File: src/rtl/instr_fetch_unit_pkg.sv
// ============================================================================
// Module : instr_fetch_unit_pkg
// Brief  : Shared types and constants for the instruction fetch stage.
// Rev    : 1.0  initial release
// ============================================================================
`default_nettype none

package instr_fetch_unit_pkg;

  // Fetch sequencing: one bubble after reset, normal fetch, stopped on bad PC
  typedef enum logic [1:0] {
    BOOT = 2'd0,
    RUN  = 2'd1,
    HALT = 2'd2
  } fetch_state_t;

  // Opcodes the surrounding core decodes into jump_valid / br_valid
  localparam logic [5:0]  OP_J   = 6'd2;
  localparam logic [5:0]  OP_BEQ = 6'd4;

  // Value held by the IF/ID instruction field when it carries nothing
  localparam logic [31:0] NOP    = 32'h0;

  // Width of the jump word-index field
  localparam int          JIDX_W = 26;

endpackage : instr_fetch_unit_pkg

`default_nettype wire

File: src/rtl/instr_fetch_unit_if_id_reg.sv
// ============================================================================
// Module : instr_fetch_unit_if_id_reg
// Brief  : IF/ID pipeline register (valid, instruction, pc+1) with load,
//          valid-clear and hold.
// Rev    : 1.0  initial release
// ============================================================================
`default_nettype none

module instr_fetch_unit_if_id_reg
  import instr_fetch_unit_pkg::*;
#(
  parameter int N = 32
) (
  input  logic         clk,
  input  logic         rst_n,
  input  logic         load,
  input  logic         clear,
  input  logic [N-1:0] instr_in,
  input  logic [N-1:0] pc_plus1_in,
  output logic         valid,
  output logic [N-1:0] instr,
  output logic [N-1:0] pc_plus1
);

  // Load wins over clear; with neither asserted the register holds (stall).
  // Clearing only drops valid so the stale payload stays visible for debug.
  always_ff @(posedge clk or negedge rst_n) begin
    if (!rst_n) begin
      valid    <= 1'b0;
      instr    <= N'(NOP);
      pc_plus1 <= '0;
    end else if (load) begin
      valid    <= 1'b1;
      instr    <= instr_in;
      pc_plus1 <= pc_plus1_in;
    end else if (clear) begin
      valid    <= 1'b0;
    end
  end

endmodule : instr_fetch_unit_if_id_reg

`default_nettype wire

File: src/rtl/instr_fetch_unit.sv
// ============================================================================
// Module : instr_fetch_unit
// Brief  : Fetch stage. Owns the PC, addresses instruction memory, fills the
//          IF/ID register and applies stall, jump and taken-branch redirects.
//          Stops (HALT) rather than wrapping when the PC leaves 0..DEPTH-1.
// Rev    : 1.0  initial release
// ============================================================================
`default_nettype none

module instr_fetch_unit
  import instr_fetch_unit_pkg::*;
#(
  parameter int N        = 32,
  parameter int DEPTH    = 32,
  parameter int RESET_PC = 0
) (
  input  logic         clk,
  input  logic         rst_n,
  output logic [N-1:0] imem_addr,
  input  logic [N-1:0] imem_instr,
  input  logic         stall,
  input  logic         jump_valid,
  input  logic [25:0]  jump_index,
  input  logic         br_valid,
  input  logic [N-1:0] br_target,
  output logic         if_id_valid,
  output logic [N-1:0] if_id_instr,
  output logic [N-1:0] if_id_pc_plus1,
  output logic         id_flush,
  output logic         halted
);

  localparam logic [N-1:0] DEPTH_N    = N'(DEPTH);
  localparam logic [N-1:0] RESET_PC_N = N'(RESET_PC);

  fetch_state_t state;
  fetch_state_t next_state;

  logic [N-1:0] pc;
  logic [N-1:0] pc_plus1;
  logic [N-1:0] jump_target;
  logic [N-1:0] next_pc;
  logic         next_flush;
  logic         next_halted;
  logic         ifid_load;
  logic         ifid_clear;
  logic         br_in_range;
  logic         jump_in_range;
  logic         seq_in_range;

  assign imem_addr     = pc;
  assign pc_plus1      = pc + 1'b1;
  assign br_in_range   = (br_target   < DEPTH_N);
  assign jump_in_range = (jump_target < DEPTH_N);
  assign seq_in_range  = (pc_plus1    < DEPTH_N);

  // Jump target keeps the upper bits of pc+1 above the index field
  generate
    if (N > JIDX_W) begin : g_jump_wide
      assign jump_target = {pc_plus1[N-1:JIDX_W], jump_index};
    end else begin : g_jump_narrow
      assign jump_target = jump_index[N-1:0];
    end
  endgenerate

  // Next-PC selection, range check and FSM transitions.
  // Priority in RUN: branch > jump > stall > sequential.
  always_comb begin
    next_state  = state;
    next_pc     = pc;
    next_flush  = 1'b0;
    next_halted = halted;
    ifid_load   = 1'b0;
    ifid_clear  = 1'b0;
    case (state)
      BOOT: begin
        // One bubble: memory is addressed but nothing is captured
        next_state = RUN;
        ifid_clear = 1'b1;
      end
      RUN: begin
        if (br_valid) begin
          // Instruction in ID came from the wrong path
          ifid_clear = 1'b1;
          next_flush = 1'b1;
          if (br_in_range) begin
            next_pc = br_target;
          end else begin
            next_halted = 1'b1;
            next_state  = HALT;
          end
        end else if (jump_valid) begin
          ifid_clear = 1'b1;
          if (jump_in_range) begin
            next_pc = jump_target;
          end else begin
            next_halted = 1'b1;
            next_state  = HALT;
          end
        end else if (!stall) begin
          // Current word is always captured, even the last legal one
          ifid_load = 1'b1;
          if (seq_in_range) begin
            next_pc = pc_plus1;
          end else begin
            next_halted = 1'b1;
            next_state  = HALT;
          end
        end
      end
      HALT: begin
        // Stall is irrelevant here; only an in-range redirect restarts fetch
        ifid_clear = 1'b1;
        if (br_valid) begin
          if (br_in_range) begin
            next_pc     = br_target;
            next_halted = 1'b0;
            next_state  = RUN;
          end
        end else if (jump_valid) begin
          if (jump_in_range) begin
            next_pc     = jump_target;
            next_halted = 1'b0;
            next_state  = RUN;
          end
        end
      end
      default: begin
        next_state = BOOT;
        ifid_clear = 1'b1;
      end
    endcase
  end

  // State, PC and registered status outputs
  always_ff @(posedge clk or negedge rst_n) begin
    if (!rst_n) begin
      state    <= BOOT;
      pc       <= RESET_PC_N;
      id_flush <= 1'b0;
      halted   <= 1'b0;
    end else begin
      state    <= next_state;
      pc       <= next_pc;
      id_flush <= next_flush;
      halted   <= next_halted;
    end
  end

  instr_fetch_unit_if_id_reg #(
    .N (N)
  ) u_if_id_reg (
    .clk         (clk),
    .rst_n       (rst_n),
    .load        (ifid_load),
    .clear       (ifid_clear),
    .instr_in    (imem_instr),
    .pc_plus1_in (pc_plus1),
    .valid       (if_id_valid),
    .instr       (if_id_instr),
    .pc_plus1    (if_id_pc_plus1)
  );

endmodule : instr_fetch_unit

`default_nettype wire

File: config.mk
export PLATFORM = sky130hd
export DESIGN_NAME = instr_fetch_unit
export DESIGN_NICKNAME = d
export VERILOG_FILES = /design/src/rtl/instr_fetch_unit_pkg.sv /design/src/rtl/instr_fetch_unit_if_id_reg.sv /design/src/rtl/instr_fetch_unit.sv
export SDC_FILE = /design/constraint.sdc
export NUM_CORES = 1
export LEC_CHECK = 0
export CAP_MARGIN = 20
export CORE_ASPECT_RATIO = 0.8
export CORE_MARGIN = 2
export CORE_UTILIZATION = 45
export CTS_BUF_LIST = sky130_fd_sc_hd__clkbuf_2 sky130_fd_sc_hd__clkbuf_4 sky130_fd_sc_hd__clkbuf_8
export CTS_CLUSTER_SIZE = 28
export DETAILED_ROUTE_END_ITERATION = 6
export GPL_TIMING_DRIVEN = 1
export PLACE_DENSITY = 0.91
export SYNTH_ARGS = -nofsm -noshare
export SYNTH_HDL_FRONTEND = slang
export SYNTH_HIERARCHICAL = 1
export SYNTH_SLANG_ARGS = --single-unit
export TNS_END_PERCENT = 50
File: constraint.sdc
create_clock -name clk -period 8.4 [get_ports clk]
set_input_delay 1.68 -clock clk [delete_from_list [all_inputs] [get_ports clk]]
set_output_delay 1.68 -clock clk [all_outputs]
set_load 0.005 [all_outputs]
== After elaboration in Yosys (flattened, before gate mapping) ==
Cells that the tools add are included.

* Mux-type cells: 42
* $lt $le $gt $ge: 3
* Equal/unequal tests: 10
* $add $sub $neg: 1
* Reduce and logical (&&, ||, !) cells: 6

{| class="wikitable"
|+ Operators by type and width
! kind !! number
|-
| $mux W32 || 8
|-
| $lt A32 B6 Y1 const B || 3
|-
| $pmux W32 S2 || 1
|-
| $add A32 B1 Y32 const B || 1
|-
| $mux W1 || 21
|-
| $mux W2 || 10
|-
| $ne A4 B4 Y1 const B || 4
|-
| $ne A3 B3 Y1 const B || 4
|-
| $reduce_and A8 Y1 || 1
|-
| $reduce_and A7 Y1 || 1
|-
| $pmux W2 S3 || 1
|-
| $reduce_and A4 Y1 || 1
|-
| $reduce_bool A2 Y1 || 2
|-
| $eq A2 B1 Y1 const B || 1
|-
| $eq A2 B2 Y1 const B || 1
|-
| $logic_not A2 Y1 || 1
|-
| $pmux W1 S2 || 1
|}

* Output and inout bits: 99
* Register bits: 101

== Longest topological paths before layout ==
Gate-level depths: netlist (run 1).

* Word-level depth: 7
* Gate-level depth with buffers: 12

== Cells and area by module ==
The synthesis (run 1) kept the hierarchy.

{| class="wikitable"
|+ By module, submodules not included
! module !! cells an instance !! times used !! area an instance (um2) !! sequential area each (um2)
|-
| instr_fetch_unit || 391 || 1 || 3250.6 || 900.9
|-
| instr_fetch_unit_if_id_reg || 138 || 1 || 2615.0 || 1626.6
|}

== Least setup slack after synthesis (run 1) ==
OpenSTA, ideal clock, no wires.

* Path type: input to register
* Start point: input port jump_index[23]
* End point: register pc[22], in the netlist imem_addr[22]
* Setup time: 0.129 ns
* Setup slack: 4.764 ns
* Cell stages on the path: 8
* Buffers on the path: 3
* Arrival: 3.507 ns
* Required time: 8.271 ns
* Cells stage by stage: or4_1 > or4_1 > buf_1 > o21bai_1 > and4_1 > buf_6 > buf_6 > a22oi_2

* Word-level cells in the longest chain between the ends: 5
* Elaborated cells between the ends (all ways): 7
* Those cells by class: order compare (1); mux (6)

{| class="wikitable"
|+ RTL lines
! what !! RTL line !! source
|-
| start, declared || instr_fetch_unit.sv:23 || <nowiki>input logic [25:0] jump_index,</nowiki>
|-
| $lt A32 B6 Y1 * || instr_fetch_unit.sv:54 || <nowiki>assign jump_in_range = (jump_target < DEPTH_N);</nowiki>
|-
| $mux W32 * || -- ||
|-
| $mux W32 (on tied branches) (2 in series) || -- ||
|-
| $pmux W32 S2 * || -- ||
|-
| end signal, assigned || instr_fetch_unit.sv:144 || <nowiki>pc <= next_pc;</nowiki>
|-
| end, declared || instr_fetch_unit.sv:39 || <nowiki>logic [N-1:0] pc;</nowiki>
|}

Every way passes the cells marked *; elsewhere a longest branch is shown, timed or not. The select of a mux whose other input is x is not followed.
A chain may end at the register's enable or synchronous reset.

== Worst setup path in the final report (run 1) ==
* Start point: register pc[0], in the netlist imem_addr[0]
* End point: register pc[28], in the netlist imem_addr[28]

* Word-level cells in the longest chain between the ends: 6
* Elaborated cells between the ends (all ways): 13
* Those cells by class: add/sub (1); order compare (2); eq/ne (1); mux (8); reduce/logical (1)

{| class="wikitable"
|+ RTL lines
! what !! RTL line !! source
|-
| $add A32 B1 Y32 * || instr_fetch_unit.sv:52 || <nowiki>assign pc_plus1 = pc + 1'b1;</nowiki>
|-
| $lt A32 B6 Y1 / $mux W32 (equally long branches) || instr_fetch_unit.sv:54, instr_fetch_unit.sv:103 ||
|-
| $mux W32 (on tied branches) || instr_fetch_unit.sv:94, instr_fetch_unit.sv:121, instr_fetch_unit.sv:100 ||
|-
| $mux W32 (on tied branches) || instr_fetch_unit.sv:120, instr_fetch_unit.sv:92 ||
|-
| $mux W32 (on tied branches) || instr_fetch_unit.sv:114, instr_fetch_unit.sv:82 ||
|-
| $pmux W32 S2 || instr_fetch_unit.sv:75 || <nowiki>case (state)</nowiki>
|}

Marked as above.

==> results_dict.tcl, run 1 <==
set metrics [dict create \
    cts-root-buf "clkbuf_8" \
    post_cts_resized 0 \
    dp.final_hpwl_mm 12.5 \
    finalHoldViolCount 0 \
    ys_ff_latch 101 \
    slew_headroom 0.265 \
    worstMarginPinSlew_ps 1100 \
    drv_slew 0 \
    grt-ovfl-total 0 \
    die-area_sq_um 14000 \
    critPathMaxFanout 30 \
    arrival_ps 4540 \
    track_usage 0.243 \
    synth_nets 628 \
    drive_gt1_frac 0.189 \
    synth_mux_area_frac 0.165 \
    htree_levels 3 \
    synthArstFlopShare 1.00 \
    timing.fmax_mhz 233 \
    drtIter0Drc 758 \
    worst_hold_path_type "reg -> reg" \
    port-buffer-count 193 \
    core_sq_um 12800 \
    final_core_util 0.628 \
    synth_top_area_cell "dfrtp_1" \
    cts_hold_buf 0 \
    crit_path_start_kind "flip-flop" \
    leakagePower_uw 0.00330 \
    finalCriticalPeriod_ps 4300 \
    drt-pass1-iter-count 7 \
    violations "design-rule violations" \
    required_ps 8650 \
    grt_pass1_wl_mm 27.2 \
    critPathCaptureType "flip-flop" \
    post_cts_buffers 0 \
    grt_pass1_vias 5267 \
    yosysSeqAreaShare 0.431 \
    grt_start_max_net_pins 74 \
    postRouteAntennaNets 0 \
    finalCritPeriodShare 0.512 \
    synth-edff-count 0 \
    vias 5220 \
    mostFrequentLayoutCell "clkdlybuf4s50_1" \
    path_clk_slew_ps 90 \
    io_pins 194 \
    initial_utilization 0.459 \
    cts-buffers-inserted 9 \
    synth_top_family_by_area "simple AND/OR/NAND/NOR gates" \
    drv_cap 0 \
    nNetsFinal 803 \
    synth_ff_type "dfrtp_1" \
    layout_common_cells "clkdlybuf4s50_1 (192), dfrtp_1 (101), mux2_4 (49)" \
    syn_inst 529 \
    num_antenna_cells 0 \
    synth_compound_area_frac 0.136 \
    routedWlPerCell_microns 19.4 \
    tns_ps 0 \
    synth_simple_gate_area_frac 0.170 \
    fill_cells 1020 \
    synth_area_sq_um 5870 \
    power_density_nw_per_um2 269 \
    clock_path_buffers 2 \
    synth.avg_cell_area_sq_um 11.1 \
    drc_errors 2 \
    status "finished with violations" \
    insertion_delay_ps 380 \
    finClkSkew_ps 8.44 \
    via_per_inst 5.90 \
    grt_antenna_before_repair 0 \
    synth.distinct_cells 65 \
    rsz0062_at_grt "false" \
    ys_warn_count 6 \
    syn_to_final_growth_pct 36.8 \
    dieHeight_microns 106 \
    synth_top_area_frac 0.431 \
    synthAdderAreaFrac 0.00853 \
    synth_xor_area_frac 0.0299 \
    cts_tree "built" \
    die_x_microns 132 \
    clock-sinks 101 \
    setup_violations 0 \
    routed_wl_mm 17.1 \
    num_rows 37 \
    ir_worst_vdd_mv 0.150 \
    routabilityCongestion 0.932 \
    timing_worst_setup_path_type "reg -> reg" \
    synthTopCellsByArea "dfrtp_1 (43%), mux2_4 (13%), mux2_2 (3.5%)" \
]
## where the power goes
| group | total [uW] | leakage (uW) | switching [uW] | internal [uW] |
|---|---|---|---|---|
| clock network | 295 | 0.0000931 | 175 | 120 |
| logic | 1050 | 0.00188 | 437 | 617 |
| registers | 811 | 0.00132 | 154 | 657 |
| total | 2160 | 0.00330 | 766 | 1390 |
## critical path, cell delays in order (launching register included)
cell	delay, ps
dfrtp_1	490
ha_1	280
and3_1	460
nand3_2	370
o31a_1	370
nor4_1	330
o2111a_1	340
a31o_2	640
and4_1	300
buf_4	390
o221ai_1	170
## final cells by class
class | count | area, sq um | share of cell area
clock inverter | 5 | 35.0 | 0.00437
clock buffer | 11 | 145 | 0.0181
tap | 175 | 219 | 0.0273
timing repair buffer | 197 | 1960 | 0.244
inverter | 36 | 135 | 0.0168
multi-input combinational | 359 | 3000 | 0.374
sequential | 101 | 2530 | 0.315
## worst paths after layout
check / start / end / slack (ps) / depth (start not counted)
worst max-delay path: imem_addr[0]$_DFFE_PN0P_ / imem_addr[28]$_DFFE_PN0P_ / 4100 / 10
worst min-delay path: u_if_id_reg/instr[30]$_DFFE_PN0P_ / u_if_id_reg/instr[30]$_DFFE_PN0P_ / 510 / 1
worst max register to register: imem_addr[0]$_DFFE_PN0P_ / imem_addr[28]$_DFFE_PN0P_ / 4100 / 10
worst min register to register: u_if_id_reg/instr[30]$_DFFE_PN0P_ / u_if_id_reg/instr[30]$_DFFE_PN0P_ / 510 / 1
max in group asynchronous: rst_n / u_if_id_reg/pc_plus1[18]$_DFFE_PN0P_ / 5930 / 2
min in group asynchronous: rst_n / u_if_id_reg/instr[16]$_DFFE_PN0P_ / 1200 / 1
## synthesized netlist by cell type (2+ instances only)
master	instances
dfrtp_1	101
mux2_4	49
inv_1	36
nand4_1	28
nor4_1	22
nor3_1	21
mux2_2	18
nand3_1	18
xnor2_1	18
nand2_1	17
o21ai_2	17
a21oi_1	14
nor2_1	14
buf_2	12
or2_2	11
a31oi_1	9
buf_6	9
clkbuf_1	9
o2111ai_1	8
o21ai_0	8
o2bb2ai_1	8
and4_1	7
a41oi_1	4
and2_1	4
and3_1	4
ha_1	4
or4_1	4
a222oi_1	3
mux2i_1	3
nand3_2	3
a211oi_1	2
a21o_1	2
a21oi_2	2
a221oi_1	2
and4b_1	2
buf_4	2
o2111a_1	2
o21a_1	2
o21bai_1	2
o31a_1	2
xor2_1	2
## sequential cells by signal, summed over array words and instances (netlist names)
register and flops:
u_if_id_reg/pc_plus1 32, imem_addr 32, u_if_id_reg/instr 32, halted 1
state 2, id_flush 1, u_if_id_reg/valid 1
## cells by family (layout without fill, tap and decap cells)
| kind of cell | Yosys count | after routing |
|---|---|---|
| and+or+nand+nor | 165 | 165 |
| DFF | 101 | 101 |
| buffers and inverters | 69 | 249 |
| adders and majority gates | 4 | 4 |
| xor gates and xnor gates | 20 | 20 |
| muxes | 70 | 70 |
| AOI/OAI and AO/OA | 100 | 100 |
## per-layer routing
metal  up-vias  GRT usage  wire length (microns)
met2       338      0.409                   8490
li1       2335          -                      -
met3        32     0.0505                   1500
met5         -          0                      0
met4         0     0.0738                    304
met1      2515      0.317                   6830
## metrics by stage
step	hold slack [ps]	setup WS [ps]	power, uW	cells	area [sq um]
2_1_floorplan	477	4760	1330	529	5870
5_1_grt	535	3970	2270	884	8020
3_5_place_dp	495	3810	1860	868	7840
4_1_cts	519	4200	2160	884	8020
3_3_place_gp	475	3920	1820	868	7840
6_report	515	4100	2160	884	8020
Power figures use the tool's default switching activity.
==> run 2, diff against run 1 <==
Clock period 8.4 ns to 4.06 ns, I/O delays scaled along.
==> run 2 against run 1 <==
The run now ends clean. Critical path depth decreased by 1. Clock skew rose by 1.6 ps. Clock power increased by 110%. Worst setup slack got worse by 3500 ps. First-iteration DRC count down 51%. Count of clock-buffer cells in the layout decreased by 2. Cell count increased by 1.2%. Power increased by 110%. Sequential share of layout area down 0.37 points. Hold slack lost 120 ps. Critical endpoint unchanged. Largest power group unchanged.
==> results_dict.tcl, run 2 (synthesized netlist as in run 1, its figures left out) <==
set metrics [dict create \
    status "complete, no violations" \
    worst_hold_path_type "in -> async" \
    drive_gt1_frac 0.201 \
    path_clk_slew_ps 100 \
    clock-sinks 101 \
    slew_headroom 0.493 \
    p_comb_frac 0.492 \
    dp.final_hpwl_mm 12.4 \
    fin_hold_ws_ps 390 \
    swShare 0.355 \
    num_rows 37 \
    num_antenna_cells 0 \
    port-buffer-count 193 \
    critPathMaxFanout 24 \
    worstMarginPinSlew_ps 761 \
    vias 5138 \
    grt-ovfl-total 0 \
    via_per_inst 5.74 \
    highest_layer "met4" \
    m1WireLength_mm 7.03 \
    post_cts_buffers 0 \
    power_density_nw_per_um2 552 \
    mostFrequentLayoutCell "clkdlybuf4s50_1" \
    wl_met3_mm 1.16 \
    finalCritPeriodShare 0.854 \
    drv_slew 0 \
    cts_hold_buf 0 \
    crit_path_start_kind "flip-flop" \
    setup_violations 0 \
    initial_utilization 0.459 \
    die-area_sq_um 14000 \
    critPathCaptureType "flip-flop" \
    required_ps 4310 \
    leakagePower_uw 0.00335 \
    cts-root-buf "clkbuf_8" \
    grt_antenna_before_repair 0 \
    routedWlPerCell_microns 18.8 \
    switchingPower_uw 1590 \
    insertion_delay_ps 380 \
    drc_errors 0 \
    track_usage 0.245 \
    p_int_uw 2890 \
    finalCriticalPeriod_ps 3470 \
    drtIter0Drc 368 \
    core_sq_um 12800 \
    timing_worst_setup_path_type "reg -> reg" \
    fill_cells 1004 \
    clock_path_buffers 2 \
    regArea_sq_um 2530 \
    drv_cap 0 \
    seqPwrFrac 0.370 \
    timing.fmax_mhz 289 \
    nNetsFinal 814 \
    routabilityCongestion 0.924 \
    postRouteAntennaNets 0 \
    grt_pass1_vias 5171 \
    met2_length_mm 8.44 \
    rsz0062_at_grt "false" \
    arrival_ps 3720 \
    htree_levels 3 \
    syn_to_final_growth_pct 38.4 \
    r2r_slack_ps 590 \
    multi_input_area_sq_um 3000 \
    dieHeight_microns 106 \
    tns_ps 0 \
    grt_pass1_wl_mm 27.2 \
    die_x_microns 132 \
    finClkSkew_ps 10.1 \
    drt-pass1-iter-count 6 \
    routed_wl_mm 16.8 \
    p_clk_frac 0.138 \
    finalHoldViolCount 0 \
    cts-buffers-inserted 9 \
    ir_worst_vdd_mv 0.284 \
    layout_common_cells "clkdlybuf4s50_1 (192), dfrtp_1 (101), mux2_4 (49)" \
    grt_start_max_net_pins 81 \
    post_cts_resized 0 \
    io_pins 194 \
    cts_tree "built" \
]
==> run 2: cell types whose count changed in the layout (fill, tap and decap cells not counted), sizes merged <==
cell and delta:
buf +11, clkbuf -2, inv +2, clkinv -1, clkinvlp +1
==> run 2: area by class of cell <==
class / count / area share
tap: 175 / 0.0270
sequential: 101 / 0.311
timing repair buffer: 208 / 0.253
clock inverter: 7 / 0.00709
multi-input combinational: 359 / 0.370
inverter: 36 / 0.0166
clock buffer: 9 / 0.0153
==> run 2: worst paths after layout <==
kind                                                     start                                   to  cells after the start
setup reg to reg                      imem_addr[2]$_DFFE_PN0P_            imem_addr[28]$_DFFE_PN0P_                      9
max in group asynchronous                                rst_n    u_if_id_reg/instr[28]$_DFFE_PN0P_                      3
setup / recovery                      imem_addr[2]$_DFFE_PN0P_            imem_addr[28]$_DFFE_PN0P_                      9
hold / removal                                           rst_n            imem_addr[19]$_DFFE_PN0P_                      1
hold reg to reg            u_if_id_reg/pc_plus1[5]$_DFFE_PN0P_  u_if_id_reg/pc_plus1[5]$_DFFE_PN0P_                      1
min in group clk           u_if_id_reg/pc_plus1[5]$_DFFE_PN0P_  u_if_id_reg/pc_plus1[5]$_DFFE_PN0P_                      1
==> run 2: critical path, cell delays in order, from the launching register on <==
cell and delay (ps):
dfrtp_1 520, and4_1 450, nand4_1 360, o21a_1 320, nor4_1 360, and4_1 290, a31o_2 300, and4_1 210
buf_4 380, o221ai_1 160
==> run 2: routing by layer <==
layer / GRT usage / up-vias
met3: 0.0525 / 18
met5: 0 / -
met2: 0.427 / 239
met4: 0.0582 / 0
met1: 0.313 / 2515
li1: - / 2366
==> run 2: per-stage QoR <==
step,setup slack (ps),cells,utilization,total power [uW],cell area (sq um)
CTS,619,894,0.634,4510,8100
global placement,608,878,0.620,3790,7920
detailed placement,554,878,0.620,3870,7920
finish,594,895,0.635,4480,8120
global route,374,895,0.635,4760,8120
floorplan,1280,529,-,2760,5870
==> run 2: power by group through the flow <==
| stage | clock network [uW] | logic, uW | registers [uW] |
|---|---|---|---|
| 5_1_grt | 683 | 2360 | 1710 |
| 6_report | 618 | 2200 | 1660 |
| 3_3_place_gp | 0 | 2140 | 1650 |
| 2_1_floorplan | 0 | 1120 | 1640 |
| 4_1_cts | 640 | 2210 | 1660 |
| 3_5_place_dp | 0 | 2200 | 1670 |
